[src/rtl/regfile_pkg.sv]
// regfile_pkg: shared constants and byte-merge helper for reg_file.
// Macro: REGFILE_BYPASS_EN (used by reg_file) enables write-to-read bypass.
package regfile_pkg;

    localparam int DEF_WIDTH = 32;
    localparam int DEF_DEPTH = 32;

    localparam int REG_ZERO  = 0;
    localparam int REG_SP    = 29;
    localparam int REG_RA    = 31;

    // One byte lane: take the new byte when its lane enable is set.
    function automatic logic [7:0] merge(
        input logic [7:0] old_v,
        input logic [7:0] new_v,
        input logic       mask
    );
        return mask ? new_v : old_v;
    endfunction

endpackage

[src/rtl/reg_file_entry.sv]
// reg_file_entry: one WIDTH-bit storage word with byte-lane write enables.
// Ports: clk, clr (async, active-high), we_i, wbe_i, wdata_i -> data_o.
module reg_file_entry
    import regfile_pkg::*;
#(
    parameter int WIDTH = DEF_WIDTH
) (
    input  logic               clk,
    input  logic               clr,
    input  logic               we_i,
    input  logic [WIDTH/8-1:0] wbe_i,
    input  logic [WIDTH-1:0]   wdata_i,
    output logic [WIDTH-1:0]   data_o
);

    localparam int NB = WIDTH / 8;

    logic [WIDTH-1:0] data_q;
    logic [WIDTH-1:0] data_d;

    always_comb begin
        data_d = data_q;
        for (int i = 0; i < NB; i++) begin
            data_d[8*i +: 8] = merge(data_q[8*i +: 8],
                                     wdata_i[8*i +: 8],
                                     wbe_i[i]);
        end
    end

    always_ff @(posedge clk or posedge clr) begin
        if (clr) begin
            data_q <= '0;
        end else if (we_i) begin
            data_q <= data_d;
        end
    end

    assign data_o = data_q;

endmodule

[src/rtl/reg_file.sv]
// reg_file: 1W/2R register file with byte-lane write, optional zero reg
// and optional registered read. Ports: clk, clr, we, wbe, waddr, wdata,
// raddr1/2 -> rdata1/2. Macro REGFILE_BYPASS_EN adds same-cycle bypass.
module reg_file
    import regfile_pkg::*;
#(
    parameter  int WIDTH    = DEF_WIDTH,
    parameter  int DEPTH    = DEF_DEPTH,
    parameter  int ZERO_REG = 1,
    parameter  int READ_REG = 0,
    localparam int AW       = $clog2(DEPTH),
    localparam int NB       = WIDTH / 8
) (
    input  logic             clk,
    input  logic             clr,
    input  logic             we,
    input  logic [NB-1:0]    wbe,
    input  logic [AW-1:0]    waddr,
    input  logic [WIDTH-1:0] wdata,
    input  logic [AW-1:0]    raddr1,
    input  logic [AW-1:0]    raddr2,
    output logic [WIDTH-1:0] rdata1,
    output logic [WIDTH-1:0] rdata2
);

    logic [WIDTH-1:0] mem [DEPTH];

    function automatic logic addr_ok(input logic [AW-1:0] a);
        logic in_rng;
        logic is_zero;
        in_rng  = int'(a) < DEPTH;
        is_zero = (ZERO_REG != 0) && (int'(a) == REG_ZERO);
        return in_rng && !is_zero;
    endfunction

    function automatic logic [WIDTH-1:0] lanes(
        input logic [WIDTH-1:0] old_w,
        input logic [WIDTH-1:0] new_w,
        input logic [NB-1:0]    m
    );
        logic [WIDTH-1:0] r;
        r = old_w;
        for (int i = 0; i < NB; i++) begin
            r[8*i +: 8] = merge(old_w[8*i +: 8], new_w[8*i +: 8], m[i]);
        end
        return r;
    endfunction

    // Address 0 has no storage when hardwired to zero.
    for (genvar g = 0; g < DEPTH; g++) begin : g_word
        if ((ZERO_REG != 0) && (g == REG_ZERO)) begin : g_zero
            assign mem[g] = '0;
        end else begin : g_ent
            reg_file_entry #(
                .WIDTH   (WIDTH)
            ) u_entry (
                .clk     (clk),
                .clr     (clr),
                .we_i    (we && (waddr == AW'(g))),
                .wbe_i   (wbe),
                .wdata_i (wdata),
                .data_o  (mem[g])
            );
        end
    end

    logic [WIDTH-1:0] rd1_d;
    logic [WIDTH-1:0] rd2_d;

`ifdef REGFILE_BYPASS_EN
    logic wr_ok;
    assign wr_ok = we && !clr && addr_ok(waddr);
`endif

    always_comb begin
        rd1_d = '0;
        if (addr_ok(raddr1)) begin
            rd1_d = mem[raddr1];
        end
`ifdef REGFILE_BYPASS_EN
        if (wr_ok && (waddr == raddr1)) begin
            rd1_d = lanes(rd1_d, wdata, wbe);
        end
`endif
    end

    always_comb begin
        rd2_d = '0;
        if (addr_ok(raddr2)) begin
            rd2_d = mem[raddr2];
        end
`ifdef REGFILE_BYPASS_EN
        if (wr_ok && (waddr == raddr2)) begin
            rd2_d = lanes(rd2_d, wdata, wbe);
        end
`endif
    end

    if (READ_REG != 0) begin : g_rreg
        logic [WIDTH-1:0] rd1_q;
        logic [WIDTH-1:0] rd2_q;

        always_ff @(posedge clk or posedge clr) begin
            if (clr) begin
                rd1_q <= '0;
                rd2_q <= '0;
            end else begin
                rd1_q <= rd1_d;
                rd2_q <= rd2_d;
            end
        end

        assign rdata1 = rd1_q;
        assign rdata2 = rd2_q;
    end else begin : g_rcomb
        assign rdata1 = rd1_d;
        assign rdata2 = rd2_d;
    end

endmodule
[config.mk]
export PLATFORM = sky130hd
export DESIGN_NAME = reg_file
export DESIGN_NICKNAME = d
export VERILOG_FILES = /design/src/rtl/regfile_pkg.sv /design/src/rtl/reg_file_entry.sv /design/src/rtl/reg_file.sv
export SDC_FILE = /design/constraint.sdc
export NUM_CORES = 2
export LEC_CHECK = 0
export BUFFER_PORTS_ARGS = -buffer_cell sky130_fd_sc_hd__buf_2
export CAP_MARGIN = 30
export CELL_PAD_IN_SITES_DETAIL_PLACEMENT = 1
export CELL_PAD_IN_SITES_GLOBAL_PLACEMENT = 2
export CORE_ASPECT_RATIO = 1.25
export CORE_MARGIN = 5
export CORE_UTILIZATION = 42
export CTS_CLUSTER_SIZE = 30
export DETAILED_ROUTE_END_ITERATION = 16
export PLACE_DENSITY = 0.8
export SYNTH_ARGS = -nofsm -noshare
export SYNTH_HDL_FRONTEND = slang
export SYNTH_SLANG_ARGS = --single-unit
[constraint.sdc]
create_clock -name clk -period 35 [get_ports clk]
set_clock_uncertainty 0.15 [all_clocks]
set_input_delay 5.25 -clock clk [delete_from_list [all_inputs] [get_ports clk]]
set_output_delay 5.25 -clock clk [all_outputs]
set_load 0.01 [all_outputs]
==> results.ini <==
[logic_synthesis]
yosysTopAreaCellShare_pct=46.4
yosys-top-cells-area=dfrtp_1, mux2_2, mux4_2
yosys.area.top_type=dfrtp_1
ys_types=35
synth_fp_nets=3834
synthFlopType=dfrtp_1
yosys-top-cells-count=mux2_2, dfrtp_1, mux4_2, nand2_1, clkbuf_1
synth_cells=3780
syn_avg_cell_area_um2=14.2
ys_seq_area_share_pct=46.4
syn-cell-area_mm2=0.0535
synth-seq-cells=992
async_reset_ff_share_pct=100
yosysMostFrequentCell=mux2_2
yosysWarnings=0
synth_edf_count=0

[floorplan]
ios=118
dieArea_mm2=0.135
dieHeight_um=409
rows=146
die_x_um=329
start_util_pct=42.3
core_area_mm2=0.127

[layout]
finish.utilization_pct=46.9
instances_no_fill=5552
drive_above_1_share_pct=48.7
largest_reg_flops=992
area_delta_synth_final_pct=10.9
nNetsFinal=3808

[timing]
fin_setup_tns_ns=0
finalCritPeriodShare_pct=41.8
rsz0062_at_grt=no
finalMaxSlewViolations=0
max_slew_margin_pct=22.6
fin_crit_ns=14.63
tightest_slew_ns=1.13
finalHoldViolations=0
whs_ns=0.373
setup_violations=0
fmax_mhz=68.3

[cts]
hold_buffers=0
clkSlewWorstSetupHoldPaths_ns=0.06
clock-sinks=992
htreeDepth=3
cts_buffer_depth=3
postCtsSetupBuffers=0
postCtsResizedCells=0
cts_tree=built
insertion_delay_ns=0.71
cts-root-buf=clkbuf_16
cts_buffers=109

[route]
drc=0
final_antenna_net_count=0
routed_via_density=6.33
first_pass_iters=5
vias=35200
wirelength_um=180000
post_drt_wl_per_cell_um=32.4
drt_iter0_drc=2784

[setup_path]
reg2reg_slack_ns=34.02
reg2reg_to=g_word[30].g_ent.u_entry.data_o[26]$_DFFE_PP0P_
path_class=input pin to primary output
end_kind=primary output
reg2reg_depth=1
reg2reg_from=g_word[30].g_ent.u_entry.data_o[26]$_DFFE_PP0P_
crit_arrival_ns=9.23
crit_fanout=58
start_kind=input pin
cp.required_ns=29.60
crit_start=raddr1[0]

[pwr]
p_per_area_mw_per_mm2=53.5
internal_power_w=0.00231
p_switching_w=0.000871
p_comb_share_pct=17.7
p_sw_share_pct=27.4
irDropWorstVdd_mv=0.0354
clock_power_share_pct=37.7
p_total_w=0.00318
seqPwrFrac_pct=44.6
p_leak_nw=26.8

[placement]
gp_congestion=0.849
dpl.cell_count=5340
io_buffers=117
dp_hpwl_um=119000

[hold_path]
hold_start=g_word[7].g_ent.u_entry.data_o[30]$_DFFE_PP0P_
holdCritPathClass=register to register
hold_end=g_word[7].g_ent.u_entry.data_o[30]$_DFFE_PP0P_
holdPathStages=1

[run]
drv_cap=0

[outcome]
status=complete, no violations

[grt]
antenna_found_initial=18
track_usage_pct=26.6
grt_pass1_wl_um=268000
grt_max_degree=148
grt-ovfl-total=0
grt_pass1_vias=37800

==> area by class of cell <==
| cell class | instances | area, um2 |
|---|---|---|
| antenna | 7 | 17.5 |
| clock buffer | 168 | 3330 |
| clock inverter | 32 | 369 |
| fill | 12500 | 67200 |
| inverter | 2 | 15.0 |
| multi-input combinational | 2463 | 27300 |
| sequential | 992 | 24800 |
| tap | 1702 | 2130 |
| timing repair buffer | 186 | 1370 |
==> routing by layer <==
metal | up-vias | GRT usage (%) | routed length [um]
li1 | 14500 | - | -
met1 | 19300 | 36.4 | 75100
met2 | 1087 | 44.2 | 88500
met3 | 291 | 4.25 | 10600
met4 | 8 | 7.96 | 5760
met5 | - | 0 | 67
==> power by group through the flow <==
stage / clock [W] / sequential [W] / combinational [W]
after floorplan: 0 / 0.00139 / 0.000416
after global placement: 0 / 0.00142 / 0.000546
after detailed placement: 0 / 0.00143 / 0.000560
after CTS: 0.00122 / 0.00141 / 0.000564
after global routing: 0.00127 / 0.00143 / 0.000600
final: 0.00120 / 0.00142 / 0.000561
==> cells by family after synthesis <==
family	share of synthesized area, %
flip-flops	46.4
AO/OA/AOI/OAI	4.52
AND/OR/NAND/NOR	3.56
buffers and inverters	2.64
multiplexers	42.9
==> how the worst max path moves through the flow <==
stage | end | slack (ns) | cells past startpoint
CTS | rdata1[0] | 20.34 | 8
detailed placement | rdata1[0] | 20.34 | 8
global route | rdata1[0] | 20.21 | 8
finish | rdata1[0] | 20.37 | 8
global placement | rdata1[0] | 20.31 | 8
floorplan | g_word[10].g_ent.u_entry.data_o[0]$_DFFE_PP0P_ | 1.69 | 1
==> per-stage QoR <==
step	area (um2)	worst slack [ns]
after floorplan	53500	1.69
after global routing	59400	20.21
after detailed placement	55500	20.34
after CTS	59200	20.34
final	59400	20.37
after global placement	55400	20.31
==> critical path, stage by stage <==
cell      delay [ns]
buf_8           0.49
buf_4           0.63
buf_4           0.79
mux4_2          0.59
mux2_2          0.27
o211ai_1        0.29
o21ai_0         0.48
buf_2           0.32
==> cell usage in the layout (no fill, tap or decap), types with 6 or more instances in the layout <==
cell,count
mux2_2,1131
dfrtp_1,992
mux4_2,368
nand2_1,208
mux2i_1,193
clkbuf_16,111
buf_2,111
nor2_1,80
nor2b_1,78
a221oi_1,60
buf_4,55
a21oi_1,51
nor3_1,41
a31oi_1,41
clkbuf_8,34
o21ai_0,33
a22oi_1,32
o211ai_1,31
a211oi_1,24
clkbuf_1,23
clkinv_2,21
o22ai_1,14
a2111oi_0,14
a311oi_1,14
o31ai_1,14
bufinv_16,8
diode_2,7
nand2b_1,6
buf_8,6
buf_16,6
buf_12,6
Note: power is estimated with default switching activity, not from simulation.
